`src/rtl/gf_pkg.sv`:
```
// Shared GF(2^8) definitions: field polynomial 0x11D, element type, multiply-and-reduce.
package gf_pkg;

    localparam logic [8:0] GF_POLY = 9'h11D;

    typedef logic [7:0] gf8_t;

    // Carry-less 8x8 product into 15 bits, then fold bits 14..8 back with the polynomial.
    function automatic gf8_t gf_mul_f(input gf8_t a, input gf8_t b);
        logic [14:0] p;
        p = '0;
        for (int i = 0; i < 8; i++) begin
            if (b[i]) p = p ^ (15'(a) << i);
        end
        for (int i = 14; i >= 8; i--) begin
            if (p[i]) p = p ^ (15'(GF_POLY) << (i - 8));
        end
        return p[7:0];
    endfunction

endpackage

```
`src/rtl/gf_mul_core.sv`:
```
// The single shared GF(2^8) multiplier (poly 0x11D); purely combinational.
// Latency 0; no flow control of its own.
module gf_mul_core
    import gf_pkg::*;
(
    input  gf8_t a_i,
    input  gf8_t b_i,
    output gf8_t m_o
);

    assign m_o = gf_mul_f(a_i, b_i);

endmodule

```
`src/rtl/gf_mul_arb.sv`:
```
// Round-robin arbiter sharing one GF(2^8) multiplier across NREQ requesters, tagged response.
// Latency 1 cycle accept->rsp_vld; 2 cycles when GF_ARB_PIPE_EN adds the operand stage s1.
// Backpressure: rsp_rdy low holds rsp_m/rsp_id and withholds req_rdy once no stage can advance.
module gf_mul_arb
    import gf_pkg::*;
#(
    parameter int NREQ = 4,
    parameter int IDW  = $clog2(NREQ)
) (
    input  logic                 clk,
    input  logic                 rst_n,
    input  logic [NREQ-1:0]      req_vld,
    input  logic [NREQ*8-1:0]    req_a,
    input  logic [NREQ*8-1:0]    req_b,
    output logic [NREQ-1:0]      req_rdy,
    output logic                 rsp_vld,
    input  logic                 rsp_rdy,
    output gf8_t                 rsp_m,
    output logic [IDW-1:0]       rsp_id
);

    localparam logic [IDW-1:0] LAST_ID = IDW'(NREQ - 1);
    localparam logic [IDW:0]   NREQ_W  = (IDW+1)'(NREQ);

    // Rotate so ptr sits at bit 0, pick the lowest set bit, rotate the index back.
    function automatic logic [IDW:0] grant_f(input logic [NREQ-1:0] vld,
                                             input logic [IDW-1:0]  ptr);
        logic [2*NREQ-1:0] dbl;
        logic [NREQ-1:0]   rot;
        logic [IDW:0]      off;
        logic [IDW:0]      sum;
        logic              found;
        dbl   = {vld, vld} >> ptr;
        rot   = dbl[NREQ-1:0];
        off   = '0;
        found = 1'b0;
        for (int k = NREQ - 1; k >= 0; k--) begin
            if (rot[k]) begin
                off   = (IDW+1)'(k);
                found = 1'b1;
            end
        end
        sum = {1'b0, ptr} + off;
        if (sum >= NREQ_W) sum = sum - NREQ_W;
        return {found, sum[IDW-1:0]};
    endfunction

    logic [IDW-1:0] ptr_q, ptr_d;
    logic           rsp_vld_q, rsp_vld_d;
    gf8_t           rsp_m_q, rsp_m_d;
    logic [IDW-1:0] rsp_id_q, rsp_id_d;

    logic [IDW:0]   gnt;
    logic [IDW-1:0] g;
    logic           gnt_any, slot_free, take, xfer;
    gf8_t           sel_a, sel_b, mul_a, mul_b, mul_m;

    assign gnt       = grant_f(req_vld, ptr_q);
    assign g         = gnt[IDW-1:0];
    assign gnt_any   = gnt[IDW];
    assign sel_a     = req_a[int'(g)*8 +: 8];
    assign sel_b     = req_b[int'(g)*8 +: 8];
    assign slot_free = !rsp_vld_q || rsp_rdy;
    assign xfer      = rst_n && gnt_any && take;

`ifdef GF_ARB_PIPE_EN
    logic           s1_vld_q, s1_vld_d;
    gf8_t           s1_a_q, s1_a_d, s1_b_q, s1_b_d;
    logic [IDW-1:0] s1_id_q, s1_id_d;

    assign take  = !s1_vld_q || slot_free;
    assign mul_a = s1_a_q;
    assign mul_b = s1_b_q;
`else
    assign take  = slot_free;
    assign mul_a = sel_a;
    assign mul_b = sel_b;
`endif

    gf_mul_core u_mul (
        .a_i (mul_a),
        .b_i (mul_b),
        .m_o (mul_m)
    );

    always_comb begin
        req_rdy = '0;
        if (xfer) req_rdy[g] = 1'b1;
    end

    always_comb begin
        ptr_d     = ptr_q;
        rsp_vld_d = rsp_vld_q;
        rsp_m_d   = rsp_m_q;
        rsp_id_d  = rsp_id_q;
        if (xfer) ptr_d = (g == LAST_ID) ? '0 : g + 1'b1;
`ifdef GF_ARB_PIPE_EN
        s1_vld_d = s1_vld_q;
        s1_a_d   = s1_a_q;
        s1_b_d   = s1_b_q;
        s1_id_d  = s1_id_q;
        if (xfer) begin
            s1_vld_d = 1'b1;
            s1_a_d   = sel_a;
            s1_b_d   = sel_b;
            s1_id_d  = g;
        end else if (slot_free) begin
            s1_vld_d = 1'b0;
        end
        if (slot_free) begin
            rsp_vld_d = s1_vld_q;
            if (s1_vld_q) begin
                rsp_m_d  = mul_m;
                rsp_id_d = s1_id_q;
            end
        end
`else
        if (xfer) begin
            rsp_vld_d = 1'b1;
            rsp_m_d   = mul_m;
            rsp_id_d  = g;
        end else if (rsp_rdy) begin
            rsp_vld_d = 1'b0;
        end
`endif
    end

    always_ff @(posedge clk or negedge rst_n) begin
        if (!rst_n) begin
            ptr_q     <= '0;
            rsp_vld_q <= 1'b0;
            rsp_m_q   <= '0;
            rsp_id_q  <= '0;
`ifdef GF_ARB_PIPE_EN
            s1_vld_q  <= 1'b0;
            s1_a_q    <= '0;
            s1_b_q    <= '0;
            s1_id_q   <= '0;
`endif
        end else begin
            ptr_q     <= ptr_d;
            rsp_vld_q <= rsp_vld_d;
            rsp_m_q   <= rsp_m_d;
            rsp_id_q  <= rsp_id_d;
`ifdef GF_ARB_PIPE_EN
            s1_vld_q  <= s1_vld_d;
            s1_a_q    <= s1_a_d;
            s1_b_q    <= s1_b_d;
            s1_id_q   <= s1_id_d;
`endif
        end
    end

    assign rsp_vld = rsp_vld_q;
    assign rsp_m   = rsp_m_q;
    assign rsp_id  = rsp_id_q;

endmodule

```
`config.mk`:
```
export PLATFORM = sky130hd
export DESIGN_NAME = gf_mul_arb
export DESIGN_NICKNAME = d
export VERILOG_FILES = /design/src/rtl/gf_pkg.sv /design/src/rtl/gf_mul_core.sv /design/src/rtl/gf_mul_arb.sv
export SDC_FILE = /design/constraint.sdc
export NUM_CORES = 1
export LEC_CHECK = 0
export ABC_AREA = 1
export CAP_MARGIN = 0
export CORE_ASPECT_RATIO = 1.1
export CORE_MARGIN = 1.5
export CORE_UTILIZATION = 52
export DETAILED_ROUTE_END_ITERATION = 8
export PLACE_DENSITY = 0.88
export SYNTH_ARGS = -nofsm -noshare
export SYNTH_HDL_FRONTEND = slang
export SYNTH_HIERARCHICAL = 1
export SYNTH_SLANG_ARGS = --single-unit
```
`constraint.sdc`:
```
create_clock -name clk -period 6.1 [get_ports clk]
set_input_delay 0.61 -clock clk [delete_from_list [all_inputs] [get_ports clk]]
set_output_delay 0.61 -clock clk [all_outputs]
set_load 0.01 [all_outputs]
```
; After elaboration in Yosys (flattened, before gate mapping)
; Cells that the tools add are included.
; Widths: inputs -> output; s select.
[word_totals]
reg_bits = 13
latch_bits = 0
ram_bits = 0
romBits = 0
input_bits = 71
out_inout_bits = 15
elab_cells = 64
memories = 0
[op_classes]
n_addsub = 3
mul = 0
n_div = 0
n_lt_le_gt_ge = 3
n_eq_ne = 1
shifts = 3
muxes = 30
bitwise = 14
n_reduce_logical = 6
[op_table]
columns = operator, count
row1 = $mux 15, 7
row2 = $shiftx 32x6->8, 2
row3 = $not 4->4, 7
row4 = $mux 8, 2
row5 = $xor 15x10->15, 1
row6 = $xor 15x11->15, 1
row7 = $xor 15x12->15, 1
row8 = $xor 15x13->15, 1
row9 = $xor 15x14->15, 1
row10 = $xor 15x15->15, 1
row11 = $xor 15x9->15, 1
row12 = $mux 11, 1
row13 = $mux 10, 1
row14 = $mux 9, 1
row15 = $mux 2, 4
row16 = $shr 8x2->4, 1
row17 = $mux 1, 7
row18 = $mux 7, 1
row19 = $mux 3, 2
row20 = $mux 6, 1
row21 = $mux 5, 1
row22 = $mux 4, 1
row23 = $add 2x3->3, 1
row24 = $ge 3x3->1 const B, 1
row25 = other kinds (10), 12

; Longest topological paths before layout
[depth]
depth_word = 38
ltp_mapped = 33
mapped_depth_nobuf = 30

; By module
; Netlist, hierarchy kept.
[modules_own_cells]
columns = mod, instances, cells_per_inst, area_per_inst_um2
row1 = gf_mul_arb, 1, 262, 1430.1
row2 = gf_mul_core, 1, 238, 1363.8

; Worst setup path after synthesis
; OpenSTA, ideal clock, no wires.
[synth_path]
path_kind = input port to flip-flop
start = input port req_vld[1]
end = register rsp_m_q[3], in the netlist rsp_m[3]
setup_ns = 0.066
t_arrival_ns = 3.450
slack_ns = 2.583
path_stages = 27
path_cell_list = nand2_1 nand3_1 nand2_1 nand3_1 a21boi_0 ha_1 clkbuf_1 inv_1 clkbuf_1 nand2_1 nand2_1 nand3_1 nand2_1 buf_6 nand2_8 xor2_2 nand2_1 nand2_1 nand2_1 nand3_1 nand2_2 or2_1 nand2_1 nand2_1 nand2_1 nand4_1 nand2_1
[synth_rtl]
columns = item, line_no
row1 = from (decl), gf_mul_arb.sv:12  ; input logic [NREQ-1:0] req_vld,
row2 = $shr 8x2->4 (*), gf_mul_arb.sv:33  ; dbl = {vld, vld} >> ptr;
row3 = $mux 2 (2 in series), gf_mul_arb.sv:38  ; if (rot[k]) begin
row4 = $mux 3, gf_mul_arb.sv:38
row5 = $mux 3 (*), gf_mul_arb.sv:38
row6 = $add 2x3->3 (*), gf_mul_arb.sv:43  ; sum = {1'b0, ptr} + off;
row7 = $ge 3x3->1 or $sub 2x1->2 (tied branches), gf_mul_arb.sv:44  ; if (sum >= NREQ_W) sum = sum - NREQ_W;
row8 = $mux 2 (*), gf_mul_arb.sv:44
row9 = net g[0], gf_mul_arb.sv:54  ; logic [IDW-1:0] g;
row10 = (+1 left out), -
row11 = net mul_b[6], gf_mul_arb.sv:56  ; gf8_t sel_a, sel_b, mul_a, mul_b, mul_m;
row12 = (+6 left out), -
row13 = $not 4->4 (no source line), -
row14 = $mux 8, gf_pkg.sv:16  ; if (p[i]) p = p ^ (15'(GF_POLY) << (i - 8));
row15 = $mux 7, gf_pkg.sv:16
row16 = $not 4->4 (no source line), -
row17 = $mux 6, gf_pkg.sv:16
row18 = $not 4->4 (no source line), -
row19 = $mux 5 (*), gf_pkg.sv:16
row20 = net mul_m[3], gf_mul_arb.sv:56
row21 = to (signal assigned), gf_mul_arb.sv:143  ; rsp_m_q <= rsp_m_d;
row22 = to (decl), gf_mul_arb.sv:50  ; gf8_t rsp_m_q, rsp_m_d;
; The timed path passes the listed nets; every way through them passes the cells marked *.
; A chain may end at the register's enable or synchronous reset.

; Worst setup path after layout
[layout_path]
start = input port req_vld[3]
end = register rsp_m_q[4], in the netlist rsp_m[4]
[layout_rtl]
columns = item, line_no
row1 = $shr 8x2->4 (*), gf_mul_arb.sv:33
row2 = $mux 2 (2 in series), gf_mul_arb.sv:38
row3 = $mux 3, gf_mul_arb.sv:38
row4 = $mux 3 (*), gf_mul_arb.sv:38
row5 = $add 2x3->3 (*), gf_mul_arb.sv:43
row6 = $ge 3x3->1 or $sub 2x1->2 (tied branches), gf_mul_arb.sv:44
row7 = $mux 2 (*), gf_mul_arb.sv:44
row8 = net g[0], gf_mul_arb.sv:54
row9 = (+1 left out), -
row10 = net mul_a[7], gf_mul_arb.sv:56
row11 = (+14 left out), -
row12 = $not 4->4 (no source line), -
row13 = $mux 11, gf_pkg.sv:16
row14 = $not 4->4 (no source line), -
row15 = $mux 10, gf_pkg.sv:16
row16 = $not 4->4 (no source line), -
row17 = $mux 9, gf_pkg.sv:16
row18 = $mux 5 (*), gf_pkg.sv:16
row19 = net mul_m[4], gf_mul_arb.sv:56
; Marked as above.

==> results.toml <==
[synth]
synthTopCellsByArea = "nand2_1, dfrtp_1, xnor2_1, nand3_1, xor2_1"
synth_seq_cells = 13
synthAdderAreaFrac_pct = 0.8957
netlist_instances = 500
synth_top_family_by_area = "simple AND/OR/NAND/NOR gates"
avgSynthCellArea_um2 = 5.588
synth_fp_nets = 573
yosysSeqAreaShare_pct = 11.64
synthSimpleGateAreaFrac_pct = 56.20
synth_edf_count = 0
synth_top_cell_by_area = "nand2_1"
synth.most_common_cell = "nand2_1"
async_flop_share_pct = 100.0
yosysTopAreaCellShare_pct = 37.89
synth_mux_area_share_pct = 0
yosysUniqueCellTypes = 27
synth-compound-area-share_pct = 0.4478
syn_area_um2 = 2794
yosysWarnings = 6
synth_common_cells = "nand2_1, nand3_1, xnor2_1"
synthXorXnorAreaFrac_pct = 19.48
ys.flop_type = "dfrtp_1"

[hold_path]
whs_path_depth = 2
hold_path_class = "reg2reg"

[setup_path]
cp_max_fo = 36
end_kind = "flip-flop"
crit_path_start_kind = "input port"
r2r_cells = 28
path_class = "in2reg"
cp.required_ns = 6.23
worstPathArrival_ns = 4.98

[finish]
area_delta_synth_final_pct = 28.30
fillers = 462
finalNetCount = 633
ff_latch_area_um2 = 325.3
antenna_cells = 0
drive_above_1_share_pct = 5.546
stdcell_area_um2 = 3585
multi_input_area_um2 = 2152

[drt]
viasPerCell = 5.067
dr.pass1.iters = 5
drtIter0Drc = 87
wl_mm = 7.222
antenna_left = 0
drt-wirelength-per-cell_um = 11.45
vias = 3197
drcViolationCount = 0

[flow_run]
maxCapViolCount = 0

[placement]
io_buffers = 85
place_area_um2 = 3540
globalplace.congestion = 0.8955
dp_hpwl_mm = 5.792
dp_slack_ns = 1.025

[sta]
max_slew_margin_pct = 41.65
grt_setup_unrepaired = "no"
worst_slew_pin_slew_ns = 0.8743
setup_viol_count_final = 0
final.setup.tns_ns = 0
fin_worst_skew_ns = 0.005076
max_freq_mhz = 206.2
setup_slack_ns = 1.250
period_needed_ns = 4.850
drv_slew = 0
hold_viol = 0
post-route-period-util_pct = 79.51

[floorplanning]
die_width_um = 72.89
die_y_um = 79.88
fp.coreArea_um2 = 5101
dieArea_um2 = 5822
rows = 27
initial_core_util_pct = 54.77
ios = 86

[clocking]
cts-htree-levels = 1
cts-buffers-inserted = 3
cts-root-buf = "clkbuf_8"
cts_max_path_buffers = 2
clkSinkCount = 13
clk_pin_slew_ns = 0.06
clock_latency_ns = 0.24
postCtsHoldBufs = 0
postCtsResizedCells = 0
cts_tree = "done"
cts_setup_buffers = 0

[grt]
grt_pass1_wl_mm = 11.99
overflow = 0
antenna_found_initial = 0
grt_pass1_vias = 2957
grt_max_degree = 37
grt_usage_pct = 25.12

[run_status]
status = "finished, final reports clean"
-- cell type report --
type | instances | share of cell area [%]
flip-flops and latches | 13 | 9.075
repair buffers | 87 | 24.15
clock buffers | 4 | 1.257
inverters | 28 | 2.967
multi-input cells | 427 | 60.03
well taps | 72 | 2.513
-- routing by layer --
layer	vias to the layer above	share of wire, %	GRT usage, %
li1	1632	-	-
met1	1424	38	25.80
met2	123	55	51.56
met3	18	5.0	1.263
met4	0	2.0	9.434
met5	-	0	0
-- worst max-delay path, stage by stage --
cell,delay [ns]
clkdlybuf4s50_1,0.50
nand2_1,0.09
nand3_1,0.10
nand2_1,0.09
a21boi_0,0.23
ha_1,0.28
buf_4,0.24
inv_1,0.68
nand2_1,0.13
nand2_1,0.11
nand2_1,0.05
nand2_1,0.44
nand2_1,0.20
xnor2_1,0.19
nand2_1,0.09
nand2_1,0.07
o21ai_0,0.09
nand2_1,0.21
inv_1,0.09
nand2_1,0.09
nand2_1,0.05
nand2_1,0.07
nand2_1,0.05
nand2_1,0.05
nand2_1,0.04
nand4_1,0.08
nand2_1,0.06
-- cell families after synthesis --
logic type	after synthesis
AOI/OAI and AO/OA	2
DFF	13
buffers and inverters	60
and+or+nand+nor	366
xor gates and xnor gates	57
adders and majority gates	2
-- cells in the final DEF (no fill, tap or decap) --
master / n
ha_1: 2
a21boi_0: 1
nand3b_4: 1
xnor2_2: 3
clkbuf_1: 1
clkdlybuf4s50_1: 85
nand2_1: 282
nand2_2: 9
nand3_2: 1
inv_1: 25
or2_1: 2
buf_4: 2
nand2_4: 4
nand2b_1: 1
clkinv_2: 1
dfrtp_1: 13
nor3_1: 1
xnor2_1: 29
clkbuf_8: 3
inv_2: 2
nand2_8: 2
nand4_1: 12
o21ai_0: 1
nor2_1: 11
xor2_1: 22
nand3_1: 40
xor2_2: 3
-- sequential cells by signal, indices dropped and copies added, names as in the netlist --
signal	flops
ptr_q	2
rsp_id	2
rsp_m	8
rsp_vld	1
-- per-stage QoR --
| step | utilization (%) | hold WS (ns) | cells |
|---|---|---|---|
| 2_1_floorplan | - | 0.3144 | 500 |
| 3_3_place_gp | 69.39 | 0.4540 | 627 |
| 3_5_place_dp | 69.39 | 0.4582 | 627 |
| 4_1_cts | 70.27 | 0.4710 | 631 |
| 5_1_grt | 70.27 | 0.4815 | 631 |
| 6_report | 70.27 | 0.4701 | 631 |
-- path summary, 6_finish.rpt --
path | start | to | slack [ns]
max in group asynchronous | rst_n | rsp_m[3]$_DFFE_PN0P_ | 5.14
setup / recovery | req_vld[3] | rsp_m[4]$_DFFE_PN0P_ | 1.25
min in group asynchronous | rst_n | rsp_id[0]$_DFFE_PN0P_ | 0.73
hold reg to reg | rsp_id[0]$_DFFE_PN0P_ | rsp_id[0]$_DFFE_PN0P_ | 0.47
setup reg to reg | ptr_q[0]$_DFFE_PN0P_ | rsp_m[4]$_DFFE_PN0P_ | 1.53
hold / removal | rsp_id[0]$_DFFE_PN0P_ | rsp_id[0]$_DFFE_PN0P_ | 0.47
Power is not shown: default switching activity piles up to over one toggle a cycle in this logic, so the estimate is an artifact.
